## src/rtl/spi_txn_monitor.sv

```systemverilog
// Passive SPI monitor: decodes command/address/data frames seen on the bus into
// valid/ready transaction records with sticky protocol-error flags.
module spi_txn_monitor #(
    parameter logic [7:0]  CMD_WR     = 8'd2,
    parameter logic [7:0]  CMD_RD     = 8'd11,
    parameter int unsigned DUMMY_BITS = 34
) (
    input  logic        clk_i,
    input  logic        rst_i,
    input  logic        spi_sclk,
    input  logic        spi_cs,
    input  logic        spi_sdo,
    input  logic        spi_sdi,
    output logic        txn_valid_o,
    input  logic        txn_ready_i,
    output logic        txn_read_o,
    output logic [31:0] txn_addr_o,
    output logic [31:0] txn_data_o,
    output logic [15:0] txn_count_o,
    output logic        err_frame_o,
    output logic        err_cmd_o,
    output logic        err_ovf_o,
    input  logic        clr_err_i
);

    localparam logic [5:0] DUMMY_LAST = 6'(DUMMY_BITS - 1);

    typedef enum logic [2:0] {
        S_IDLE  = 3'd0,
        S_CMD   = 3'd1,
        S_ADDR  = 3'd2,
        S_DUMMY = 3'd3,
        S_DATA  = 3'd4,
        S_SKIP  = 3'd5
    } state_t;

    state_t      r_state;
    state_t      w_state_nxt;
    logic        r_sclk_q;
    logic        r_cs_q;
    logic [5:0]  r_bitcnt;
    logic [30:0] r_shift;
    logic        r_is_read;
    logic [31:0] r_addr;
    logic        r_valid;
    logic        r_txn_read;
    logic [31:0] r_txn_addr;
    logic [31:0] r_txn_data;
    logic [15:0] r_count;
    logic        r_err_frame;
    logic        r_err_cmd;
    logic        r_err_ovf;

    logic        w_rise;
    logic        w_cs_fall;
    logic        w_cs_rise;
    logic        w_bit;
    logic [31:0] w_shift_nxt;
    logic        w_op_ok;
    logic        w_run;
    logic        w_shift_en;
    logic        w_cnt_en;
    logic        w_cmd_done;
    logic        w_addr_done;
    logic        w_complete;
    logic        w_set_cmd;
    logic        w_set_frame;
    logic        w_set_ovf;

    assign w_rise      = spi_sclk & ~r_sclk_q;
    assign w_cs_fall   = r_cs_q & ~spi_cs;
    assign w_cs_rise   = spi_cs & ~r_cs_q;
    assign w_bit       = ((r_state == S_DATA) && r_is_read) ? spi_sdi : spi_sdo;
    // The 31 stored bits plus the incoming bit form the full 32-bit word.
    assign w_shift_nxt = {r_shift, w_bit};
    assign w_op_ok     = (w_shift_nxt[7:0] == CMD_WR) || (w_shift_nxt[7:0] == CMD_RD);

    // Edge-detect history for SCLK and CS
    always_ff @(posedge clk_i) begin
        if (rst_i) begin
            r_sclk_q <= 1'b0;
            r_cs_q   <= 1'b0;
        end else begin
            r_sclk_q <= spi_sclk;
            r_cs_q   <= spi_cs;
        end
    end

    // State register
    always_ff @(posedge clk_i) begin
        if (rst_i) begin
            r_state <= S_IDLE;
        end else begin
            r_state <= w_state_nxt;
        end
    end

    // Next-state decode; CS deassertion always wins over a coincident SCLK rise
    always_comb begin
        w_state_nxt = r_state;
        case (r_state)
            S_IDLE: begin
                if (w_cs_fall) w_state_nxt = S_CMD;
                else           w_state_nxt = S_IDLE;
            end
            S_CMD: begin
                if (w_cs_rise)                           w_state_nxt = S_IDLE;
                else if (w_rise && r_bitcnt == 6'd7)     w_state_nxt = w_op_ok ? S_ADDR : S_SKIP;
                else                                     w_state_nxt = S_CMD;
            end
            S_ADDR: begin
                if (w_cs_rise)                           w_state_nxt = S_IDLE;
                else if (w_rise && r_bitcnt == 6'd31)    w_state_nxt = r_is_read ? S_DUMMY : S_DATA;
                else                                     w_state_nxt = S_ADDR;
            end
            S_DUMMY: begin
                if (w_cs_rise)                           w_state_nxt = S_IDLE;
                else if (w_rise && r_bitcnt == DUMMY_LAST) w_state_nxt = S_DATA;
                else                                     w_state_nxt = S_DUMMY;
            end
            S_DATA: begin
                if (w_cs_rise)                           w_state_nxt = S_IDLE;
                else if (w_rise && r_bitcnt == 6'd31)    w_state_nxt = S_CMD;
                else                                     w_state_nxt = S_DATA;
            end
            S_SKIP: begin
                if (w_cs_rise) w_state_nxt = S_IDLE;
                else           w_state_nxt = S_SKIP;
            end
            default: w_state_nxt = S_IDLE;
        endcase
    end

    // Per-cycle strobes derived from the current state
    always_comb begin
        w_run       = w_rise & ~w_cs_rise;
        w_shift_en  = w_run & ((r_state == S_CMD) | (r_state == S_ADDR) | (r_state == S_DATA));
        w_cnt_en    = w_shift_en | (w_run & (r_state == S_DUMMY));
        w_cmd_done  = w_run & (r_state == S_CMD)  & (r_bitcnt == 6'd7);
        w_addr_done = w_run & (r_state == S_ADDR) & (r_bitcnt == 6'd31);
        w_complete  = w_run & (r_state == S_DATA) & (r_bitcnt == 6'd31);
        w_set_cmd   = w_cmd_done & ~w_op_ok;
        w_set_frame = w_cs_rise & (((r_state == S_CMD) & (r_bitcnt != 6'd0)) |
                                   (r_state == S_ADDR) | (r_state == S_DUMMY) | (r_state == S_DATA));
        w_set_ovf   = w_complete & r_valid & ~txn_ready_i;
    end

    // Bit counter, shifter and captured frame fields
    always_ff @(posedge clk_i) begin
        if (rst_i) begin
            r_bitcnt  <= 6'd0;
            r_shift   <= 31'd0;
            r_is_read <= 1'b0;
            r_addr    <= 32'd0;
        end else begin
            if (w_state_nxt != r_state) r_bitcnt <= 6'd0;
            else if (w_cnt_en)          r_bitcnt <= r_bitcnt + 6'd1;
            if (w_shift_en)  r_shift   <= w_shift_nxt[30:0];
            if (w_cmd_done)  r_is_read <= (w_shift_nxt[7:0] == CMD_RD);
            if (w_addr_done) r_addr    <= w_shift_nxt;
        end
    end

    // Output record, transaction counter and sticky error flags
    always_ff @(posedge clk_i) begin
        if (rst_i) begin
            r_valid     <= 1'b0;
            r_txn_read  <= 1'b0;
            r_txn_addr  <= 32'd0;
            r_txn_data  <= 32'd0;
            r_count     <= 16'd0;
            r_err_frame <= 1'b0;
            r_err_cmd   <= 1'b0;
            r_err_ovf   <= 1'b0;
        end else begin
            if (w_complete && (!r_valid || txn_ready_i)) begin
                r_valid    <= 1'b1;
                r_txn_read <= r_is_read;
                r_txn_addr <= r_addr;
                r_txn_data <= w_shift_nxt;
            end else if (r_valid && txn_ready_i) begin
                r_valid <= 1'b0;
            end
            if (w_complete && (r_count != 16'hFFFF)) r_count <= r_count + 16'd1;
            r_err_frame <= w_set_frame | (r_err_frame & ~clr_err_i);
            r_err_cmd   <= w_set_cmd   | (r_err_cmd   & ~clr_err_i);
            r_err_ovf   <= w_set_ovf   | (r_err_ovf   & ~clr_err_i);
        end
    end

    assign txn_valid_o = r_valid;
    assign txn_read_o  = r_txn_read;
    assign txn_addr_o  = r_txn_addr;
    assign txn_data_o  = r_txn_data;
    assign txn_count_o = r_count;
    assign err_frame_o = r_err_frame;
    assign err_cmd_o   = r_err_cmd;
    assign err_ovf_o   = r_err_ovf;

endmodule

```

## config.mk

```make
export PLATFORM = sky130hd
export DESIGN_NAME = spi_txn_monitor
export DESIGN_NICKNAME = d
export VERILOG_FILES = /design/src/rtl/spi_txn_monitor.sv
export SDC_FILE = /design/constraint.sdc
export NUM_CORES = 1
export LEC_CHECK = 0
export CORE_MARGIN = 1
export CORE_UTILIZATION = 54
export CTS_BUF_LIST = sky130_fd_sc_hd__clkbuf_16
export CTS_CLUSTER_DIAMETER = 80
export DETAILED_ROUTE_END_ITERATION = 10
export PLACE_DENSITY = 0.92
export SETUP_SLACK_MARGIN = 0.3
export SYNTH_ARGS = -nofsm -noshare
export SYNTH_HDL_FRONTEND = slang
export SYNTH_SLANG_ARGS = --single-unit
```

## constraint.sdc

```tcl
create_clock -name clk_i -period 3.3 [get_ports clk_i]
set_clock_uncertainty 0.2 [all_clocks]
set_input_delay 0.495 -clock clk_i [delete_from_list [all_inputs] [get_ports clk_i]]
set_output_delay 0.495 -clock clk_i [all_outputs]
set_load 0.01 [all_outputs]
```

After elaboration in Yosys (flattened, before gate mapping):

Index checks and enable logic that the tools add are counted.

* add/sub/neg operators: 2
* eq/ne operators: 12
* mux-type cells: 16
* bitwise operators: 36
* reductions and logical operators: 14

Operators with widths (count)
* two-way mux 3 bit: 11
* bitwise AND 1 bit: 20
* one-hot mux 3 bit (6 select lines): 1
* adder 16 x 1 -> 16 bit, second input constant: 1
* != test 16 bit, second input constant: 1
* OR 1 bit: 9
* equality test 8 x 2 -> 1 bit, second input constant: 1
* equality test 8 x 4 -> 1 bit, second input constant: 1
* logical AND 1 bit: 7
* NOT 1 bit: 7
* adder 6 x 1 -> 6 bit, second input constant: 1
* equality test 3 x 2 -> 1 bit, second input constant: 2
* equality test 3 bit, second input constant: 2
* equality test 6 x 3 -> 1 bit, second input constant: 1
* equality test 6 x 5 -> 1 bit, second input constant: 1
* equality test 6 bit, second input constant: 1
* nonzero test 6 bit: 1
* two-way mux 1 bit: 4
* equality test 3 x 1 -> 1 bit, second input constant: 1
* zero test 3 bit: 1
* != test 3 bit: 1
* logical OR 1 bit: 2
* nonzero test 2 bit: 1
* OR reduction 2 bit: 1
* zero test 1 bit: 1

* flip-flop bits (word level): 160
* input port bits: 8
* output and inout port bits: 85
* word-level logic and storage cells: 95

Longest topological paths before layout:

Gate-level depths: netlist of the first run.

* depth in word-level cells: 11
* depth in mapped cells: 9
* gate-level depth less buffers: 8

Worst setup path after synthesis of the first run:

Ideal clock, no wire load.

* path type: register -> register
* from: register r_shift[1]
* to: register r_bitcnt[0]
* setup time: 0.078 ns
* data arrival time: 2.019 ns
* required time: 3.022 ns
* slack: 1.004 ns
* stages on the path, launching flop included: 7
* buffers on the path: 0
* clock period less this slack: 2.296 ns
* cell sequence: dfxtp_1 -> or4b_4 -> nor3_4 -> nand3b_2 -> a211o_1 -> a221o_1 -> nor3_1

* longest elaborated chain between the ends: 8
* elaborated cells on any way between the ends: 9
* those cells by class: eq/ne (3); mux (4); reduce/logical (2)

Ends and longest elaborated chain
* start, declared: line 42 `logic [30:0] r_shift;`
* start signal, assigned: line 158 `if (w_shift_en) r_shift <= w_shift_nxt[30:0];`
* equality test 8 x 2 -> 1 bit / equality test 8 x 4 -> 1 bit (equally long branches): line 76 `assign w_op_ok = (w_shift_nxt[7:0] == CMD_WR) || (w_shift_nxt[7:0] == CMD_RD);`
* logical OR 1 bit (*): line 76
* two-way mux 3 bit (*) (2 in a row): line 108 `else if (w_rise && r_bitcnt == 6'd7) w_state_nxt = w_op_ok ? S_ADDR : S_SKIP;`
* two-way mux 3 bit (*): line 107 `if (w_cs_rise) w_state_nxt = S_IDLE;`
* one-hot mux 3 bit (6 select lines) (*): line 101 `case (r_state)`
* != test 3 bit (*): line 156 `if (w_state_nxt != r_state) r_bitcnt <= 6'd0;`
* OR reduction 2 bit (no line) (*)
* end signal, assigned: line 157 `else if (w_cnt_en) r_bitcnt <= r_bitcnt + 6'd1;`
* end, declared: line 41 `logic [5:0] r_bitcnt;`

Mark *: on every way between the ends. The rest lies on a longest branch, timed or not.
A chain may end at the register's enable or synchronous reset.

Worst setup path in the final report of the first run:

* from: register r_state[0]
* to: register r_bitcnt[2]

* longest elaborated chain between the ends: 11
* elaborated cells on any way between the ends: 22
* those cells by class: eq/ne (8); mux (5); bitwise (5); reduce/logical (4)

Ends and longest elaborated chain
* start, declared: line 37 `state_t r_state;`
* start signal, assigned: line 94 `r_state <= w_state_nxt;`
* equality test 3 bit: line 73, 101, 137
* logical AND 1 bit: line 73 `assign w_bit = ((r_state == S_DATA) && r_is_read) ? spi_sdi : spi_sdo;`
* two-way mux 1 bit: line 73
* equality test 8 x 2 -> 1 bit / equality test 8 x 4 -> 1 bit (equally long branches): line 76
* logical OR 1 bit: line 76
* two-way mux 3 bit (2 in a row): line 108
* two-way mux 3 bit: line 107
* one-hot mux 3 bit (6 select lines): line 101
* != test 3 bit: line 156
* OR reduction 2 bit (no line)

Several ways; a longest one is shown, not always the timed one.

==> qor.txt, run 1 <==
Status -> finished, final reports clean
Leakage -> 2.82 nW
Die Width -> 109 um
Global-route total usage across every layer -> 23.7%
Worst path max stage delay -> 0.66 ns
Die footprint -> 11900 um^2
Layout cell share with drive strength beyond 1 -> 6.22%
Fmax -> 378 MHz
Total chip power -> 4.04 mW
Worst-case clock buffer depth -> 2
Minimum clock period -> 2.64 ns
Synth top area share -> 51.7%
I/O pin count -> 93
# rows -> 38
Largest area contributor in the netlist -> dfxtp_1
Hold slack -> 0.250 ns
Final setup violation count -> 0
CTS tree -> built
Nets@finish -> 835
GR Overflow Total -> 0
Crit path from -> r_state[0]
Crit-path cells -> inv_1 -> or4_1 -> nor2_1 -> a211o_1 -> a221o_1 -> nor3_1
First-pass GRT wire length -> 22200 um
Synth Register Bits -> 160
Setup repair bufs after CTS -> 0
Min-Delay Path Class -> flip-flop to flip-flop
Syn_area_per_cell -> 8.29 um^2
Final Cycle Share -> 80.1%
Worst-case reg-to-reg path depth -> 6
CP max-delay cell -> dfxtp_1
Number of global-route vias before repair -> 4795
Mapped Area -> 6200 um^2
Crit path to -> r_bitcnt[2]
Setup TNS -> 0 ns
CORE AREA -> 11000 um^2
Dpl hpwl -> 8640 um
Register clock-pin slew on the reported worst setup and hold paths -> 0.06 ns
Vias -> 5272
Reg-to-reg setup timing slack -> 0.66 ns
Most used flip-flop cell after synthesis -> dfxtp_1
# diodes -> 0
# placed instances -> 944
Port-buffer cells -> 92
Clk Latency, worst-skew pair -> 0.42 ns
Syn Nets -> 760
Max-slew violation count -> 0
Number of synthesized flops with an enable pin -> 0
CP endpoint kind -> flip-flop
Mean number of vias per cell -> 5.40
Rel. slew slack -> 50.6%
DRT antenna net count -> 0
Sequential-to-total area share from yosys stat -> 51.7%
Syn Inst Count -> 748
# resized after CTS -> 0
Root buffer cell -> clkbuf_16
Final Core Density -> 71.0%
Type of the worst setup path -> flip-flop to flip-flop
H-Tree Depth -> 4
RR Endpoint -> r_bitcnt[2]
Drt first-iter violations -> 325
Tightest Pin Transition -> 0.740 ns
Worst vdd ir -> 320 uV
Setup crit start kind -> flip-flop
Ys async rst share -> 0%
Sink Count -> 160
Distinct cell type count after synthesis -> 49
Cts bufs inserted -> 17
RSZ-0062 raised after global routing -> false
Largest cells by area after synthesis -> dfxtp_1 (52%), nand2_1 (13%), a21oi_1 (8.7%)
Average routed wire per standard cell -> 13.9 um
Hold Violations, Final -> 0
Drt drc -> 0
Layout Cells excl Fill -> 976
Crit path max fanout -> 15
CP arrival -> 2.73 ns
# fillers -> 832
Initial antenna violation count -> 0
Synth warn -> 0
CTS Hold Bufs -> 0
Crit path required time -> 3.39 ns
Routability Congestion -> 0.893
DR pass1 iterations -> 5
Layout area overhead -> 26.4%
FF-to-FF Start -> r_state[0]
Starting Density -> 56.2%
Die span in y -> 109 um
Max Cap Violations -> 0
Post-Route WL -> 13600 um
PwrDens -> 516 nW/um^2
Largest net degree at the start of global routing -> 84
-- cells in the mapped netlist, types with 6 or more instances --
library cell  count
nand2_1         207
dfxtp_1         160
a21oi_1         108
nor2_1           61
clkbuf_1         41
mux2i_1          33
nor3_1           17
nor2b_1          13
xor2_1           10
inv_1             9
nand3_1           8
nand2b_1          7
nand4_1           7
xnor2_1           6
-- power breakdown --
group | total, mW | switching, mW | internal (mW)
Clock | 1.97 | 0.831 | 1.14
Sequential | 1.95 | 0.0119 | 1.94
Combinational | 0.117 | 0.0729 | 0.0445
Total | 4.04 | 0.916 | 3.12
-- worst min path at each step --
stage	startpoint	depth (start not counted)	endpoint
6_report	txn_addr_o[22]	2	txn_addr_o[22]
5_1_grt	txn_addr_o[20]	2	txn_addr_o[20]
4_1_cts	txn_read_o	2	txn_read_o
3_5_place_dp	txn_addr_o[23]	2	txn_addr_o[23]
3_3_place_gp	r_addr[26]	2	r_addr[26]
2_1_floorplan	r_addr[31]	2	r_addr[31]
-- per-stage QoR --
| stage | setup WS [ns] | instance area [um^2] |
|---|---|---|
| CTS | 0.696 | 7830 |
| finish | 0.658 | 7830 |
| global placement | 0.455 | 7230 |
| detailed placement | 0.403 | 7230 |
| global route | 0.557 | 7830 |
| floorplan | 1.00 | 6200 |
-- sequential cells by signal, summed over array words and instances, names as in the netlist --
name,cells
r_state,3
err_cmd_o,1
r_addr,32
txn_data_o,32
err_ovf_o,1
r_sclk_q,1
r_bitcnt,6
r_cs_q,1
txn_valid_o,1
txn_addr_o,32
r_is_read,1
txn_count_o,16
txn_read_o,1
err_frame_o,1
r_shift,31
-- kinds of logic after synthesis --
kind of cell | after synthesis | share of synthesized area [%]
mux | 34 | 5.51
compound gates | 131 | 11.4
flops | 160 | 51.7
fa+ha+maj | 4 | 0.808
buf+inv | 55 | 3.43
simple gates | 348 | 24.9
xor+xnor | 16 | 2.26
-- critical path: cells and delay by family (launching register included) --
family          cells  cell delay [ns]
flops               1             0.66
buf+inv             1             0.20
compound gates      2             0.46
simple gates        3             1.00
-- placed cells by master, fill, tap and decap left out, drive strengths merged, types with 2 or more instances in the layout --
master,netlist,final
nand2,207,207
dfxtp,160,160
a21oi,108,108
clkdlybuf4s50,0,91
nor2,61,61
mux2i,33,33
nor3,18,18
clkbuf,41,17
inv,9,16
nor2b,13,13
buf,5,11
xor2,10,10
nand3,8,8
nand4,7,7
nand2b,7,7
xnor2,6,6
o21ai,6,6
nor4,5,5
clkinv,0,5
ha,4,4
nand4b,3,3
or4,3,3
a31oi,3,3
or3,3,3
and3b,2,2
a211oi,2,2
a221o,2,2
o21bai,2,2
bufinv,0,2
nand3b,2,2
-- routing by layer --
| metal | vias to the layer above | wire length, um | global-route usage, % |
|---|---|---|---|
| li1 | 2652 | - | - |
| met1 | 2450 | 6010 | 29.0 |
| met2 | 146 | 6690 | 40.0 |
| met3 | 24 | 582 | 5.44 |
| met4 | 0 | 327 | 9.65 |
| met5 | - | 0 | 0 |
-- area by class of cell --
type	count	area, um^2	share of cell area [%]
multi-input combinational	533	2800	35.7
clock buffer	17	425	5.43
tap	140	175	2.24
inverter	9	33.8	0.431
timing repair buffer	102	1020	13.0
clock inverter	15	178	2.27
sequential	160	3200	40.9
(Power assumes the default switching activity.)
==> run 2, diff against run 1 <==
--- a/config.mk
+++ b/config.mk
@@ -6,11 +6,11 @@
 export NUM_CORES = 1
 export LEC_CHECK = 0
 export CORE_MARGIN = 1
-export CORE_UTILIZATION = 54
+export CORE_UTILIZATION = 48
 export CTS_BUF_LIST = sky130_fd_sc_hd__clkbuf_16
 export CTS_CLUSTER_DIAMETER = 80
 export DETAILED_ROUTE_END_ITERATION = 10
-export PLACE_DENSITY = 0.92
+export PLACE_DENSITY = 0.87
 export SETUP_SLACK_MARGIN = 0.3
 export SYNTH_ARGS = -nofsm -noshare
 export SYNTH_HDL_FRONTEND = slang
==> constraint.sdc (replaced) <==
create_clock -name clk_i -period 2.3 [get_ports clk_i]
set_clock_uncertainty 0.2 [all_clocks]
set_input_delay 0.345 -clock clk_i [delete_from_list [all_inputs] [get_ports clk_i]]
set_output_delay 0.345 -clock clk_i [all_outputs]
set_load 0.01 [all_outputs]
==> run 2 against run 1 <==
  * The run now ends with negative setup slack left
  * Setup slack got worse by 0.83 ns
  * Final cell count increased by 11%
  * Maximum frequency increased by 7.1%
  * Clock-buffer cell count unchanged
  * Sequential share of layout area decreased by 8.1 points
  * Largest cell class is now multi-input combinational cells
==> qor.txt, run 2 (synthesized netlist as in run 1, its figures left out) <==
Status -> finished, violations left
Largest net degree at the start of global routing -> 99 (+18%)
Post-Route WL -> 20700 um (+52%)
Post-DP Area -> 7680 um^2 (+6.3%)
Drt first-iter violations -> 469 (+44%)
Fmax -> 405 MHz (+7.1%)
CP arrival -> 2.63 ns (-0.10 ns)
Routability Congestion -> 0.829 (-7.1%)
Mean number of vias per cell -> 5.68 (+5.1%)
Most common cell after layout, fill and taps aside -> dfxtp_1
Min-Delay Path Class -> input pin to flip-flop
Die span in y -> 116 um (+6.0%)
# fillers -> 726 (-13%)
Rel. slew slack -> 51.0% (+0.33 points)
Seq. cell area -> 3230 um^2 (+0.94%)
I/O pin count -> 93 (unchanged)
Number of global-route vias before repair -> 5166 (+7.7%)
Root buffer cell -> clkbuf_16
Hold Violations, Final -> 0 (unchanged)
Finished Cell Area -> 9840 um^2 (+26%)
Total chip power -> 6.03 mW (+49%)
Tightest Pin Transition -> 0.735 ns (-0.00502 ns)
Failing checks -> negative setup slack
Commonest non-fill, non-tap cells in the layout -> dfxtp_1 (146), nand2_1 (121), clkdlybuf4s50_1 (90), a21oi_2 (72), nor2_1 (58)
Final WS setup -> -0.168 ns (-0.826 ns)
H-Tree Depth -> 4 (unchanged)
Port-buffer cells -> 92 (unchanged)
Die footprint -> 13400 um^2 (+12%)
Worst-case clock buffer depth -> 2 (unchanged)
CP endpoint kind -> flip-flop
DR pass1 iterations -> 5 (unchanged)
Cts bufs inserted -> 17 (unchanged)
PwrDens -> 613 nW/um^2 (+19%)
Final setup violation count -> 6 (+6)
Crit path required time -> 2.46 ns (-0.93 ns)
Setup crit start kind -> flip-flop
CORE AREA -> 12600 um^2 (+14%)
Worst path max stage delay -> 0.49 ns (-0.17 ns)
First-pass GRT wire length -> 24400 um (+9.9%)
Final Core Density -> 78.0% (+7.0 points)
CP max-delay cell -> a221o_2
GR Overflow Total -> 0 (unchanged)
Worst vdd ir -> 468 uV (+46%)
Multi-input gate area -> 3830 um^2 (+37%)
Nets@finish -> 908 (+8.7%)
Clk Latency, worst-skew pair -> 0.44 ns (+0.02 ns)
Average routed wire per standard cell -> 19.2 um (+37%)
Minimum clock period -> 2.47 ns (-0.174 ns)
Vias -> 6133 (+16%)
Leakage -> 4.29 nW (+52%)
Die Width -> 116 um (+6.0%)
Starting Density -> 49.1% (-7.1 points)
Sink Count -> 160 (unchanged)
Max-slew violation count -> 0 (unchanged)
Final Cycle Share -> 107% (+27 points)
Crit-path cells -> or3_4 -> o311a_1 -> a311oi_2 -> nand2_1 -> a221o_2 -> nor3_2
Hold slack -> 0.142 ns (-0.108 ns)
DRT antenna net count -> 0 (unchanged)
Initial antenna violation count -> 0 (unchanged)
Layout cell share with drive strength beyond 1 -> 36.3% (+30 points)
CTS tree -> built
# rows -> 41 (+7.9%)
RSZ-0062 raised after global routing -> true
# diodes -> 0 (unchanged)
Layout area overhead -> 58.8%
Type of the worst setup path -> flip-flop to flip-flop
Dpl hpwl -> 9340 um (+8.1%)
Global-route total usage across every layer -> 23.2% (-0.47 points)
Crit path max fanout -> 6 (-9)
Register clock-pin slew on the reported worst setup and hold paths -> 0.06 ns (about the same)
Drt drc -> 0 (unchanged)
Max Cap Violations -> 0 (unchanged)
-- run 2: cell types whose count changed in the layout (fill, tap and decap cells not counted), sizes merged --
| cell | delta |
|---|---|
| buf | +63 |
| clkbuf | +10 |
| inv | -3 |
| bufinv | +2 |
| clkdlybuf4s50 | -1 |
| dlygate4sd2 | +1 |
-- run 2: power by group --
group	internal (mW)	switching, mW	total, mW
logic	0.0997	0.151	0.251
clock network	1.81	1.18	2.99
registers	2.77	0.0124	2.79
-- run 2: area by class of cell --
| class | count | area share [%] |
|---|---|---|
| well taps | 172 | 2.19 |
| repair buffers | 175 | 19.5 |
| clock buffers | 17 | 4.32 |
| multi-input cells | 533 | 38.9 |
| clock inverters | 14 | 1.92 |
| inverters | 9 | 0.343 |
| flip-flops and latches | 160 | 32.8 |
-- run 2: stage by stage --
stage,setup slack [ns],std cells,setup TNS [ns]
floorplan,0.0693,748,0
global placement,-0.251,1012,-9.89
detailed placement,-0.371,1012,-13.41
CTS,-0.0213,1045,-0.0730
global route,-0.256,1080,-1.47
finish,-0.168,1080,-0.691
-- run 2: path summary, 6_finish.rpt --
path | depth (start not counted) | end | slack (ns) | from
worst max-delay path | 6 | r_bitcnt[5] | -0.17 | r_bitcnt[3]
worst min-delay path | 3 | r_bitcnt[1] | 0.14 | rst_i
worst max register to register | 6 | r_bitcnt[5] | -0.17 | r_bitcnt[3]
worst min register to register | 2 | txn_addr_o[26] | 0.26 | txn_addr_o[26]
-- run 2: what timing repair did --
item	in CTS	in global routing
gates cloned	0	19
setup buffers	2	16
gates resized for setup	5	290
pin swaps	4	143
endpoints found under the setup margin	125	129
hold buffers	0	0
-- run 2: critical path: cells and delay by family, from the launching register on --
kind / cells / cell delay (ns)
flops: 1 / 0.32
compound gates: 3 / 1.18
simple gates: 3 / 0.69
-- run 2: per-layer routing --
metal	vias up	track usage, %	routed length, um
met5	-	0	0
met3	87	5.33	1050
met4	0	10.0	885
met1	2981	28.4	8350
li1	2801	-	-
met2	264	39.3	10400
